$ cat src/rtl/counter_ctrl.sv
// Prescaled up-counter with start/stop/pause control; counts 0..term, one tick per presc+1 cycles.
// Optional build macro COUNTER_CTRL_AUTORELOAD_EN: terminal tick restarts from 0 instead of entering DONE.
module counter_ctrl #(
  parameter int WIDTH   = 4,
  parameter int PRESC_W = 4
) (
  input  logic               clk,
  input  logic               rstb,
  input  logic               start,
  input  logic               stop,
  input  logic               pause,
  input  logic [WIDTH-1:0]   load_val,
  input  logic [PRESC_W-1:0] prescale,
  output logic [WIDTH-1:0]   Q,
  output logic               tick,
  output logic               busy,
  output logic               done
);

  typedef enum logic [1:0] {IDLE, RUN, PAUSE, DONE} state_t;

  state_t             state, state_nxt;
  logic [WIDTH-1:0]   term, term_nxt, q_nxt;
  logic [PRESC_W-1:0] presc, presc_nxt, pcnt, pcnt_nxt;
  logic               tick_nxt, done_nxt, busy_nxt;
  logic               wrap, last;

  assign wrap = (pcnt == presc);
  assign last = (Q == term);

  always_ff @(posedge clk or negedge rstb) begin
    if (!rstb) begin
      state <= IDLE;
      term  <= '0;
      presc <= '0;
      pcnt  <= '0;
      Q     <= '0;
      tick  <= 1'b0;
      done  <= 1'b0;
      busy  <= 1'b0;
    end else begin
      state <= state_nxt;
      term  <= term_nxt;
      presc <= presc_nxt;
      pcnt  <= pcnt_nxt;
      Q     <= q_nxt;
      tick  <= tick_nxt;
      done  <= done_nxt;
      busy  <= busy_nxt;
    end
  end

  // stop outranks everything; start is only honoured from IDLE/DONE, which also gives it priority over pause
  always_comb begin
    state_nxt = state;
    term_nxt  = term;
    presc_nxt = presc;
    pcnt_nxt  = pcnt;
    q_nxt     = Q;
    tick_nxt  = 1'b0;
    done_nxt  = 1'b0;
    if (stop) begin
      state_nxt = IDLE;
      q_nxt     = '0;
      pcnt_nxt  = '0;
    end else begin
      case (state)
        IDLE, DONE: begin
          if (start) begin
            term_nxt  = load_val;
            presc_nxt = prescale;
            q_nxt     = '0;
            pcnt_nxt  = '0;
            state_nxt = RUN;
          end
        end
        RUN: begin
          if (pause) begin
            state_nxt = PAUSE;
          end else if (wrap) begin
            tick_nxt = 1'b1;
            pcnt_nxt = '0;
            if (!last) begin
              q_nxt = Q + 1'b1;
            end else begin
              done_nxt = 1'b1;
`ifdef COUNTER_CTRL_AUTORELOAD_EN
              q_nxt = '0;
`else
              state_nxt = DONE;
`endif
            end
          end else begin
            pcnt_nxt = pcnt + 1'b1;
          end
        end
        PAUSE: begin
          // prescaler stays frozen, so the run resumes mid-period
          if (!pause) state_nxt = RUN;
        end
        default: state_nxt = IDLE;
      endcase
    end
    busy_nxt = (state_nxt == RUN) || (state_nxt == PAUSE);
  end

endmodule

$ cat config.mk
export PLATFORM = sky130hd
export DESIGN_NAME = counter_ctrl
export DESIGN_NICKNAME = d
export VERILOG_FILES = /design/src/rtl/counter_ctrl.sv
export SDC_FILE = /design/constraint.sdc
export NUM_CORES = 1
export LEC_CHECK = 0
export BUFFER_PORTS_ARGS = -buffer_cell sky130_fd_sc_hd__buf_2
export CORE_UTILIZATION = 45
export DETAILED_ROUTE_END_ITERATION = 10
export GPL_TIMING_DRIVEN = 0
export PLACE_DENSITY = 0.66
export SLEW_MARGIN = 20
export SYNTH_ARGS = -nofsm -noshare
export SYNTH_HDL_FRONTEND = slang
export SYNTH_SLANG_ARGS = --single-unit
export TNS_END_PERCENT = 20
$ cat constraint.sdc
create_clock -name clk -period 3.2 [get_ports clk]
set_input_delay 0.16 -clock clk [delete_from_list [all_inputs] [get_ports clk]]
set_output_delay 0.16 -clock clk [all_outputs]
set_load 0.05 [all_outputs]
==> results.toml <==
[run_status]
status = "finished, final reports clean"

[placed_design]
portBuffers = 19
dp_slack_ps = 1170
dpl.hpwl_mm = 1.60
gp_congestion = 0.773

[yosys]
avgSynthCellArea_um2 = 11.2
yosys.area.top_type = "dfrtp_1"
synth-edff-count = 0
yosysUniqueCellTypes = 34
synth_ff_type = "dfrtp_1"
syn_inst = 104
synth_seq_area_share = 0.453
synth_seq_cells = 21
synthTopCellsByArea = "dfrtp_1, mux2_2, xnor2_1"
synth_top_area_frac = 0.453
synthesis.nets = 121
postSynth.asyncResetShare = 1.00
ys_warn_count = 0
synth.cell_area_um2 = 1160

[floorplanning]
die_h_um = 52.8
fp-row-count = 18
io-pin-count = 20
start_util = 0.473
die_width_um = 52.8
die_area_um2 = 2790
core_area_um2 = 2450

[global_routing]
grt_antenna_before_repair = 0
grt_util_met3 = 0.0348
grt_pass1_wl_mm = 3.61
grt_max_degree = 22
first_global_vias = 817
use_met2 = 0.295
busiest_layer = "met2"
track_usage = 0.181
grt_use_met1 = 0.231
grt-ovfl-total = 0

[critical_path]
slowest_stage = "dfrtp_1"
critical_path.cell_chain = "inv_1 > ha_1 > buf_4 > or2_4 > a31oi_4 > nand2b_1 > nor2_1 > mux2_2"
worstSetupEndpointType = "flip-flop"
crit_arrival_ps = 2280
start_kind = "flip-flop"
slowest_delay_ps = 400
path_class = "reg -> reg"
critPathMaxFanout = 9
cp.required_ps = 3410

[clock_network]
cts_tree = "yes"
ctsHtreeMaxLevel = 1
clock_latency_ps = 310
cts_resized = 0
clk_path_buf_depth = 2
cts.sinks = 21
clk_pin_slew_ps = 120
numCtsBuffers = 3
cts-root-buf = "clkbuf_4"

[layout]
area_growth_pct = 14.7
final.fill_count = 226
layout_common_cells = "dfrtp_1, buf_2, mux2_2"
fin_util = 0.542
layout_commonest_cell = "dfrtp_1"
multi_input_area_um2 = 613
regArea_um2 = 526
n_antenna_cell = 0
final_layout_size_suffix_gt1_frac = 0.320
fin_nets = 146

[routing]
vias = 869
detail-route-antenna-nets = 0
drc_errors = 0
drt_wl_total_mm = 2.13
firstDrtPassIters = 4
drt_iter0_markers = 15
wl_per_cell_um = 13.5
viasPerCell = 5.50

[sta]
max_freq_mhz = 484
fin_setup_tns_ps = 0
hold_viol_final = 0
hold_slack_ps = 66.0
worst_pin_slew_ps = 473
fin_crit_sh = 0.646
maxSlewViolCount = 0
period_needed_ps = 2070
max-slew-margin-rel = 0.684
grt_setup_unrepaired = "no"
fin_worst_skew_ps = 0.947
timing.final.ws_setup_ps = 1130
setup_violations = 0

[job]
maxCapViolations = 0

[power_and_ir_drop]
finalPower_uw = 902
peakVddDrop_uv = 485
power_per_cell_area_nw_per_um2 = 677
power.leakage_nw = 0.609

[worst_hold_path]
hold_path.class = "in -> reg"
[state kept, by name, summed over array words and instances (netlist names)]
register	count
presc	4
pcnt	4
term	4
tick	1
done	1
Q	4
busy	1
state	2
[layout make-up]
class                   instances  area share
multi-input cells              78       0.461
flip-flops and latches         21       0.395
repair buffers                 20      0.0789
well taps                      30      0.0282
clock buffers                   3      0.0169
inverters                       4      0.0113
plain buffers                   1     0.00564
clock inverters                 1     0.00376
[synthesized netlist by cell type (all sizes together) (2+ instances only)]
| library cell | number |
|---|---|
| ha | 4 |
| nor2b | 2 |
| nand2 | 6 |
| nand2b | 6 |
| mux2 | 9 |
| inv | 4 |
| or4 | 2 |
| o21bai | 2 |
| o21ai | 3 |
| dfrtp | 21 |
| a21oi | 4 |
| or2 | 3 |
| nor3 | 4 |
| nand3b | 2 |
| o211ai | 2 |
| nand4 | 2 |
| xnor2 | 8 |
| a211oi | 3 |
| nand3 | 6 |
[per-layer routing]
layer  vias to the layer above  share of wire
met3                         5          0.033
met1                       419           0.46
met2                        19           0.49
li1                        426              -
met4                         0          0.017
met5                         -              0
[cells by family (layout without fill, tap and decap cells)]
kind of cell,count (synthesis),in the layout,share of synthesized area
simple gates,35,35,0.189
compound gates,21,21,0.140
flops,21,21,0.453
mux,10,10,0.0959
xor+xnor,8,8,0.0603
buf+inv,5,29,0.0194
fa+ha+maj,4,4,0.0431
[through the flow]
step	instance area [um^2]	cells
2_1_floorplan	1160	104
3_3_place_gp	1290	153
3_5_place_dp	1290	153
4_1_cts	1330	158
5_1_grt	1330	158
6_report	1330	158
[critical path: cells and delay by family, from the launching register on]
kind	cells	cell delay [ps]
simple gates	3	520
buf+inv	2	230
flops	1	400
mux	1	260
compound gates	1	280
fa+ha+maj	1	280
[power by group]
part | switching [mW] | internal (mW) | leakage, nW
clock | 0.0864 | 0.0468 | 0.0177
combinational | 0.201 | 0.188 | 0.319
sequential | 0.0474 | 0.333 | 0.273
[path summary, 6_finish.rpt]
kind	from	to	slack, ps	cells past startpoint
setup / recovery	state[0]	Q[0]	1130	8
hold / removal	load_val[3]	term[3]	70	2
setup reg to reg	state[0]	Q[0]	1130	8
hold reg to reg	presc[1]	presc[1]	540	1
max in group asynchronous	rstb	Q[0]	2560	2
min in group asynchronous	rstb	tick	320	2
[what timing repair did]
item | in CTS | in global routing
endpoints found under the hold margin | 21 | 0
setup buffers | 0 | 0
hold buffers | 1 | 0
setup endpoints to repair | 0 | 0
No activity file was read; power rests on OpenSTA's default activity.
